**src/rtl/fpu_share_arbiter.sv**
```systemverilog
// fpu_share_arbiter: round-robin sharing of one multi-cycle FP unit between two requesters,
// with a done-timeout watchdog and a tagged valid/ready response.
module fpu_share_arbiter #(
    parameter int TIMEOUT_CYCLES = 64,
    parameter int OPW = 2
) (
    input  logic           clock,
    input  logic           reset,
    input  logic           req0_valid,
    output logic           req0_ready,
    input  logic [OPW-1:0] req0_op,
    input  logic [31:0]    req0_rs1_data,
    input  logic [31:0]    req0_rs2_data,
    input  logic           req1_valid,
    output logic           req1_ready,
    input  logic [OPW-1:0] req1_op,
    input  logic [31:0]    req1_rs1_data,
    input  logic [31:0]    req1_rs2_data,
    output logic           fu_start,
    output logic [OPW-1:0] fu_op,
    output logic [31:0]    fu_a,
    output logic [31:0]    fu_b,
    input  logic           fu_done,
    input  logic [31:0]    fu_result,
    input  logic [4:0]     fu_flags,
    output logic           rsp_valid,
    input  logic           rsp_ready,
    output logic           rsp_id,
    output logic [31:0]    rsp_result,
    output logic [5:0]     rsp_flags,
    output logic           busy,
    output logic [15:0]    op_count
);
    localparam int TW = $clog2(TIMEOUT_CYCLES);
    typedef enum logic [1:0] {IDLE, ISSUE, WAIT, RESP} state_t;
    state_t state;
    logic rr;
    logic grant1;
    logic [TW-1:0] timer;
    // rr high means requester 1 wins when both are valid
    always_comb begin
        grant1     = req1_valid & (~req0_valid | rr);
        req0_ready = (state == IDLE) & req0_valid & ~grant1;
        req1_ready = (state == IDLE) & grant1;
        fu_start   = state == ISSUE;
        rsp_valid  = state == RESP;
        busy       = state != IDLE;
    end
    always_ff @(posedge clock) begin
        if (reset) begin
            state      <= IDLE;
            rr         <= 1'b0;
            rsp_id     <= 1'b0;
            timer      <= '0;
            fu_op      <= '0;
            fu_a       <= '0;
            fu_b       <= '0;
            rsp_result <= '0;
            rsp_flags  <= '0;
            op_count   <= '0;
        end else begin
            unique case (state)
                IDLE: if (req0_ready | req1_ready) begin
                    rsp_id <= grant1;
                    fu_op  <= grant1 ? req1_op : req0_op;
                    fu_a   <= grant1 ? req1_rs1_data : req0_rs1_data;
                    fu_b   <= grant1 ? req1_rs2_data : req0_rs2_data;
                    state  <= ISSUE;
                end
                ISSUE: begin
                    timer <= '0;
                    state <= WAIT;
                end
                WAIT: if (fu_done) begin
                    rsp_result <= fu_result;
                    rsp_flags  <= {1'b0, fu_flags};
                    state      <= RESP;
                end else if (timer == TW'(TIMEOUT_CYCLES - 1)) begin
                    rsp_result <= 32'h7FC0_0000;
                    rsp_flags  <= 6'b100000;
                    state      <= RESP;
                end else begin
                    timer <= timer + 1'b1;
                end
                RESP: if (rsp_ready) begin
                    op_count <= op_count + 16'd1;
                    rr       <= ~rsp_id;
                    state    <= IDLE;
                end
                default: state <= IDLE;
            endcase
        end
    end
endmodule

```
**config.mk**
```make
export PLATFORM = sky130hd
export DESIGN_NAME = fpu_share_arbiter
export DESIGN_NICKNAME = d
export VERILOG_FILES = /design/src/rtl/fpu_share_arbiter.sv
export SDC_FILE = /design/constraint.sdc
export NUM_CORES = 1
export LEC_CHECK = 0
export BUFFER_PORTS_ARGS = -buffer_cell sky130_fd_sc_hd__buf_2
export CAP_MARGIN = 20
export CORE_AREA = 4 4 123 154
export DETAILED_ROUTE_END_ITERATION = 12
export DIE_AREA = 0 0 127 158
export GPL_TIMING_DRIVEN = 0
export PLACE_DENSITY = 0.71
export SYNTH_ARGS = -nofsm -noshare
export SYNTH_HDL_FRONTEND = slang
export SYNTH_SLANG_ARGS = --single-unit
export TNS_END_PERCENT = 1
```
**constraint.sdc**
```tcl
create_clock -name clock -period 2.3 [get_ports clock]
set_input_delay 0.115 -clock clock [delete_from_list [all_inputs] [get_ports clock]]
set_output_delay 0.115 -clock clock [all_outputs]
set_load 0.02 [all_outputs]
```
==> results of run 1 <==
logic make-up after synthesis:
kind of cell / Yosys count / share of synthesized area, %
multiplexers: 1 / 0.1667
AO/OA/AOI/OAI: 214 / 26.91
XOR/XNOR: 10 / 1.459
buffers and inverters: 82 / 6.127
flip-flops: 130 / 43.35
adder cells (fa/ha/maj): 7 / 1.459
AND/OR/NAND/NOR: 267 / 20.53
worst min path at each step:
| stage | startpoint | to | slack, ns |
|---|---|---|---|
| finish | req0_rs1_data[20] | fu_a[20] | 0.02 |
| global route | req1_rs2_data[24] | fu_b[24] | 0.005 |
| CTS | req0_rs1_data[20] | fu_a[20] | 0.0001 |
| detailed placement | fu_result[7] | rsp_result[7] | 0.36 |
| global placement | fu_result[7] | rsp_result[7] | 0.36 |
| floorplan | fu_flags[0] | rsp_flags[0] | 0.25 |
what timing repair did:
item	CTS	global route
hold buffers	113	0
hold endpoints to repair	94	0
gates resized for setup	0	8
pin swaps	0	0
endpoints found under the setup margin	1	28
worst max-delay path, cell delays in order, from the launching register on:
cell and delay, ns:
dfxtp_2 0.35, inv_1 0.08, ha_1 0.25, a31o_2 0.28, and2_4 0.17, buf_6 0.14, a311oi_1 0.22, dlygate4sd3_1 0.58
layout by cell type, fill, tap and decap left out, drive strengths merged, types with 4 or more instances in the layout:
cell type    count
a21oi          117
a311oi          66
and2             6
and4             5
buf            320
clkbuf          74
clkinv           4
dfxtp          130
dlygate4sd3    113
ha               7
inv              8
nand2          105
nand2b           4
nand3          104
nand4            4
nor2            26
o21ai           16
o31ai            4
or4              4
xor2             9
power groups by stage:
stage | combinational, mW | sequential [mW] | clock [mW]
after floorplan | 1.87 | 3.55 | 0
after global placement | 3.58 | 3.02 | 0
after detailed placement | 3.63 | 3.02 | 0
after CTS | 3.77 | 2.98 | 2.80
after global routing | 4.11 | 3.04 | 2.89
final | 3.80 | 2.99 | 2.74
routing by layer:
layer  track usage (%)  up-vias  part of all wire [%]
li1                  -     3446                     -
met1             24.16     3306                    37
met2             41.98      348                    51
met3             7.020       71                   8.1
met4             9.351        2                   3.6
met5                 0        -                 0.050
per-stage QoR:
stage | cells | util [%]
finish | 1377 | 54.59
global route | 1377 | 54.59
CTS | 1377 | 54.51
detailed placement | 1234 | 44.63
global placement | 1234 | 44.63
floorplan | 711 | -
layout make-up:
cell class,count,area share (%)
multi-input cells,499,31.94
repair buffers,412,27.61
flip-flops and latches,130,27.37
clock buffers,21,4.943
plain buffers,74,3.616
well taps,224,2.945
clock inverters,11,1.341
inverters,6,0.2367
sequential cells by signal (all words and copies together), names as in the netlist:
signal / flops
fu_a: 32
fu_b: 32
rsp_result: 32
op_count: 16
rsp_flags: 6
timer: 6
fu_op: 2
state: 2
rr: 1
rsp_id: 1
==> summary.txt, run 1 <==
STA
  – Crit path time final: 2.119 ns
  – Slack of the critical path: 0.1806 ns
  – Clock skew: 0.01590 ns
  – Fin. max-slew vios: 0
  – Worst hold margin: 0.01786 ns
  – Max Freq: 0.4718 GHz
  – Fin. Hold Viols: 0
  – Total negative slack: 0 ns
  – Worst-margin pin slew: 0.7382 ns
  – Setup-failing EPs final: 0
  – RSZ-0062 raised after global routing: false
  – Period utilization: 92.15%
  – Rel. slew slack: 50.79%

Cells and area
  – Fill cell count: 1572
  – Area occupied by multi-input gates: 3039 sq um
  – P&R area growth vs syn: 58.52%
  – # nets final: 1322
  – Layout cells sized above 1: 34.78%
  – Design Area, Final: 9517 sq um
  – Reg area: 2605 sq um
  – Diodes inserted: 0

Setup path
  – CP Max Fanout: 10
  – Critical Path AT: 2.47 ns
  – CP startpoint: state[0]
  – CP required: 2.65 ns
  – Kind of capture point of the worst setup path: flip-flop
  – Worst r2r path cells: 7
  – RR Startpoint: state[0]
  – R2R Setup Slk: 0.18 ns
  – R2R Path End: fu_b[1]
  – Crit start category: flip-flop
  – CP endpoint: fu_b[1]
  – Worst Setup Path Type: reg2reg

Yosys
  – Top post-synthesis cells by area: dfxtp_1 (43%), a311oi_2 (10%), a21oi_1 (9.8%), nand3_1 (8.7%), nand2_1 (6.5%)
  – FFs w/ async S/R, synth: 0%
  – YS warnings: 0
  – Sequential area share after synthesis: 43.35%
  – Top post-synthesis cells by count: dfxtp_1 (130), a21oi_1 (117), nand2_1 (104), nand3_1 (104), clkbuf_1 (51)
  – Synthesis-stage register bit count: 130
  – Syn Area/Cell: 8.443 sq um
  – Syn_nets: 893
  – Main synth FF type: dfxtp_1
  – Share of the synthesized area in the top cell type: 43.35%
  – Syn Inst Count: 711
  – Synth Cell Area: 6003 sq um
  – Most frequent cell after synthesis: dfxtp_1
  – Post-synth top area cell: dfxtp_1
  – Post-synth EDFFs: 0
  – Synth cell types: 42

Global route
  – Largest net degree at the start of global routing: 26
  – Global-route wire length before repair: 36850 um
  – Vias in the first global route: 7352
  – Initial antenna violation count: 1
  – GR Util All Layers: 22.81%
  – Total gr overflow: 0

Routing
  – Post-route ant nets: 0
  – Via/cell ratio: 5.209
  – Routed WL: 23900 um
  – Wire length per cell: 17.36 um
  – Iteration-0 DRC Markers: 309
  – Total number of vias: 7173
  – DRC Markers: 0
  – 1st-pass router iterations: 5

Power and ir drop
  – Sequential cell fraction of total power: 31.4%
  – Comb pwr share: 39.8%
  – Switching part of the total: 38.48%
  – Post-route total power: 9.530 mW
  – Clock Power Share: 28.7%
  – PD cells: 1001 nW/um^2
  – Int Power: 5.863 mW
  – Cell leakage power: 4.170 nW
  – P_sw: 3.668 mW
  – Worst vdd ir: 0.0006678 V

Floorplanning
  – Initial Util: 34.44%
  – Core area: 17430 sq um
  – Die W: 127 um
  – Die Area: 20070 sq um
  – Row Count: 54
  – Num ports: 301
  – Die Ht: 158 um

Flow run
  – MaxCap Viol Count: 0

Run status
  – Status: completed

Clocking
  – Clock Sinks: 130
  – Clock H-tree levels: 4
  – Clk pin slew, worst setup/hold paths: 0.06 ns
  – Worst skew pair latency: 0.41 ns
  – CTS Root Cell: clkbuf_16
  – CTS tree: done
  – Post-CTS setup buffer count: 0
  – Clock buffer count from CTS: 17
  – Clk buf depth: 2

Placement
  – Dpl hpwl: 16880 um
  – Dpl ws: -0.08395 ns
  – GP Congestion: 0.8618
  – Post-DP Area: 7780 sq um
  – PortBufs: 299

Worst hold path
  – Hold depth: 3
  – Worst min path class: in2reg
No activity file was read; power rests on OpenSTA's default activity.
==> run 2, diff against run 1 <==
Settings changed: CORE_AREA 4 4 123 154 to 4 4 152 125, DIE_AREA 0 0 127 158 to 0 0 156 129.
==> run 2 against run 1 <==
Worst hold slack hardly changed. Largest cell class unchanged. Non-clock buffer count is 2 higher. Via count is 1.0% higher. Final cell count is 0.22% higher. Maximum frequency is 1.5% lower. Largest power group unchanged. Register-to-register slack worse by 0.03 ns. Wire length hardly changed. Total power is 2.1% higher. Global-route usage is 0.34 points higher. Sequential power hardly changed.
==> summary.txt, run 2 (synthesis gave the netlist of run 1 again) <==
Setup path
  – Slowest stage cell, crit path: clkbuf_1
  – Crit start category: flip-flop
  – Crit path cell chain: inv_1, ha_1, clkbuf_1, nand2_1, clkbuf_1, clkbuf_2, nand3_1, a21oi_1
  – Kind of capture point of the worst setup path: flip-flop
  – CP Max Fanout: 10
  – CP peak stage delay: 0.40 ns
  – Critical Path AT: 2.48 ns
  – Family with the most delay on the worst path: buffers and inverters
  – Worst Setup Path Type: reg2reg
  – WP buf/inv: 4
  – CP required: 2.63 ns
  – CP most frequent cell: clkbuf_1

Routing
  – Routed WL: 23880 um
  – Via/cell ratio: 5.251
  – Total number of vias: 7247
  – Wire length per cell: 17.31 um
  – 1st-pass router iterations: 5
  – Post-route ant nets: 0
  – Iteration-0 DRC Markers: 420
  – DRC Markers: 0

STA
  – Total negative slack: 0 ns
  – Clock skew: 0.01047 ns
  – Setup-failing EPs final: 0
  – Worst hold margin: 0.01757 ns
  – Fin. max-slew vios: 0
  – Crit path time final: 2.153 ns
  – Max Freq: 0.4646 GHz
  – Fin. Hold Viols: 0
  – Worst-margin pin slew: 0.7834 ns
  – Rel. slew slack: 47.78%
  – RSZ-0062 raised after global routing: false
  – Slack of the critical path: 0.1474 ns
  – Period utilization: 93.59%

Cells and area
  – Most frequent cells in the layout: buf_2 (313), dfxtp_1 (130), a21oi_1 (117)
  – Top Registers: fu_a: 32 flops, fu_b: 32 flops, rsp_result: 32 flops
  – Layout cells sized above 1: 34.55%
  – P&R area growth vs syn: 59.75%
  – # nets final: 1324
  – Diodes inserted: 0
  – Post-Layout Cell Count: 1380
  – Most common cell after layout, fill and taps aside: buf_2

Power and ir drop
  – Post-route total power: 9.733 mW
  – PD cells: 1015 nW/um^2
  – Cell leakage power: 4.201 nW
  – Worst vdd ir: 0.0005542 V

Global route
  – Total gr overflow: 0
  – GRT busiest layer: met2
  – Initial antenna violation count: 0
  – Largest net degree at the start of global routing: 26
  – M2 GR Usage: 39.95%
  – Met1 GRT Util: 27.02%
  – Global-route wire length before repair: 37220 um
  – GR Util All Layers: 23.15%
  – Routing usage on met3: 7.162%
  – Vias in the first global route: 7192

Clocking
  – CTS Root Cell: clkbuf_16
  – Post-CTS setup buffer count: 0
  – Clock buffer count from CTS: 17
  – Worst skew pair latency: 0.41 ns
  – Clock Sinks: 130
  – CTS tree: done
  – Clock H-tree levels: 4
  – Clk pin slew, worst setup/hold paths: 0.06 ns
  – Clk buf depth: 2

Placement
  – GP Congestion: 0.8723
  – Dpl hpwl: 16530 um
  – PortBufs: 299
  – Dpl ws: -0.05547 ns
  – Placed cell count: 1235

Floorplanning
  – Core area: 17270 sq um
  – Initial Util: 34.76%
  – Num ports: 301
  – Die W: 156 um
  – Row Count: 43
  – Die Area: 20120 sq um
  – Die Ht: 129 um

Flow run
  – MaxCap Viol Count: 0

Worst hold path
  – Worst min path class: in2reg

Run status
  – Status: completed
[run 2: cell count changes in the layout (fill, tap and decap cells not counted), sizes merged]
| cell | previous run | this run |
|---|---|---|
| clkinvlp | 3 | 0 |
| dlygate4sd3 | 113 | 115 |
| bufinv | 2 | 5 |
| clkbuf | 74 | 72 |
| clkinv | 4 | 6 |
| inv | 8 | 9 |
| buf | 320 | 319 |
[run 2: worst register-to-register path, cell delays in order (launching register included)]
cell and delay (ns):
dfxtp_1 0.36, inv_1 0.11, ha_1 0.23, clkbuf_1 0.23, nand2_1 0.13, clkbuf_1 0.40
clkbuf_2 0.32, nand3_1 0.10, a21oi_1 0.19
[run 2: where the power goes]
| group | leakage, nW | switching [mW] | internal [mW] | total, mW |
|---|---|---|---|---|
| logic | 2.82 | 2.31 | 1.41 | 3.72 |
| clock network | 0.319 | 1.08 | 1.94 | 3.02 |
| registers | 1.06 | 0.264 | 2.73 | 2.99 |
| total | 4.20 | 3.65 | 6.08 | 9.73 |
[run 2: timing repair]
action / CTS / global route
endpoints found under the hold margin: 95 / 0
hold buffers: 115 / 0
endpoints found under the setup margin: 1 / 24
gates resized for setup: 0 / 5
pin swaps: 0 / 0
[run 2: metal layers]
layer	part of all wire (%)	up-vias
li1	-	3456
met2	48	368
met3	8.8	70
met1	39	3353
met5	0	-
met4	3.3	0
[run 2: worst paths after layout]
path / slack [ns] / cells past startpoint / end / startpoint
max: 0.15 / 8 / rsp_result[16] / state[0]
min: 0.02 / 3 / fu_a[15] / req1_rs1_data[15]
max reg2reg: 0.15 / 8 / rsp_result[16] / state[0]
min reg2reg: 0.46 / 2 / rsp_result[19] / rsp_result[19]
[run 2: final cells by class]
cell class                      count  area (sq um)
Tap cell                          225         281.5
Multi-Input combinational cell    499          3038
Clock buffer                       18         429.2
Inverter                            6         22.52
Timing Repair Buffer              414          2648
Buffer                             74         344.1
Fill cell                        1527          7680
Sequential cell                   130          2603
Clock inverter                     14         225.2
[run 2: per-stage QoR]
step | cell area (sq um) | util, %
2_1_floorplan | 6003 | -
3_3_place_gp | 7781 | 45.06
3_5_place_dp | 7781 | 45.06
4_1_cts | 9579 | 55.47
5_1_grt | 9590 | 55.53
6_report | 9590 | 55.53
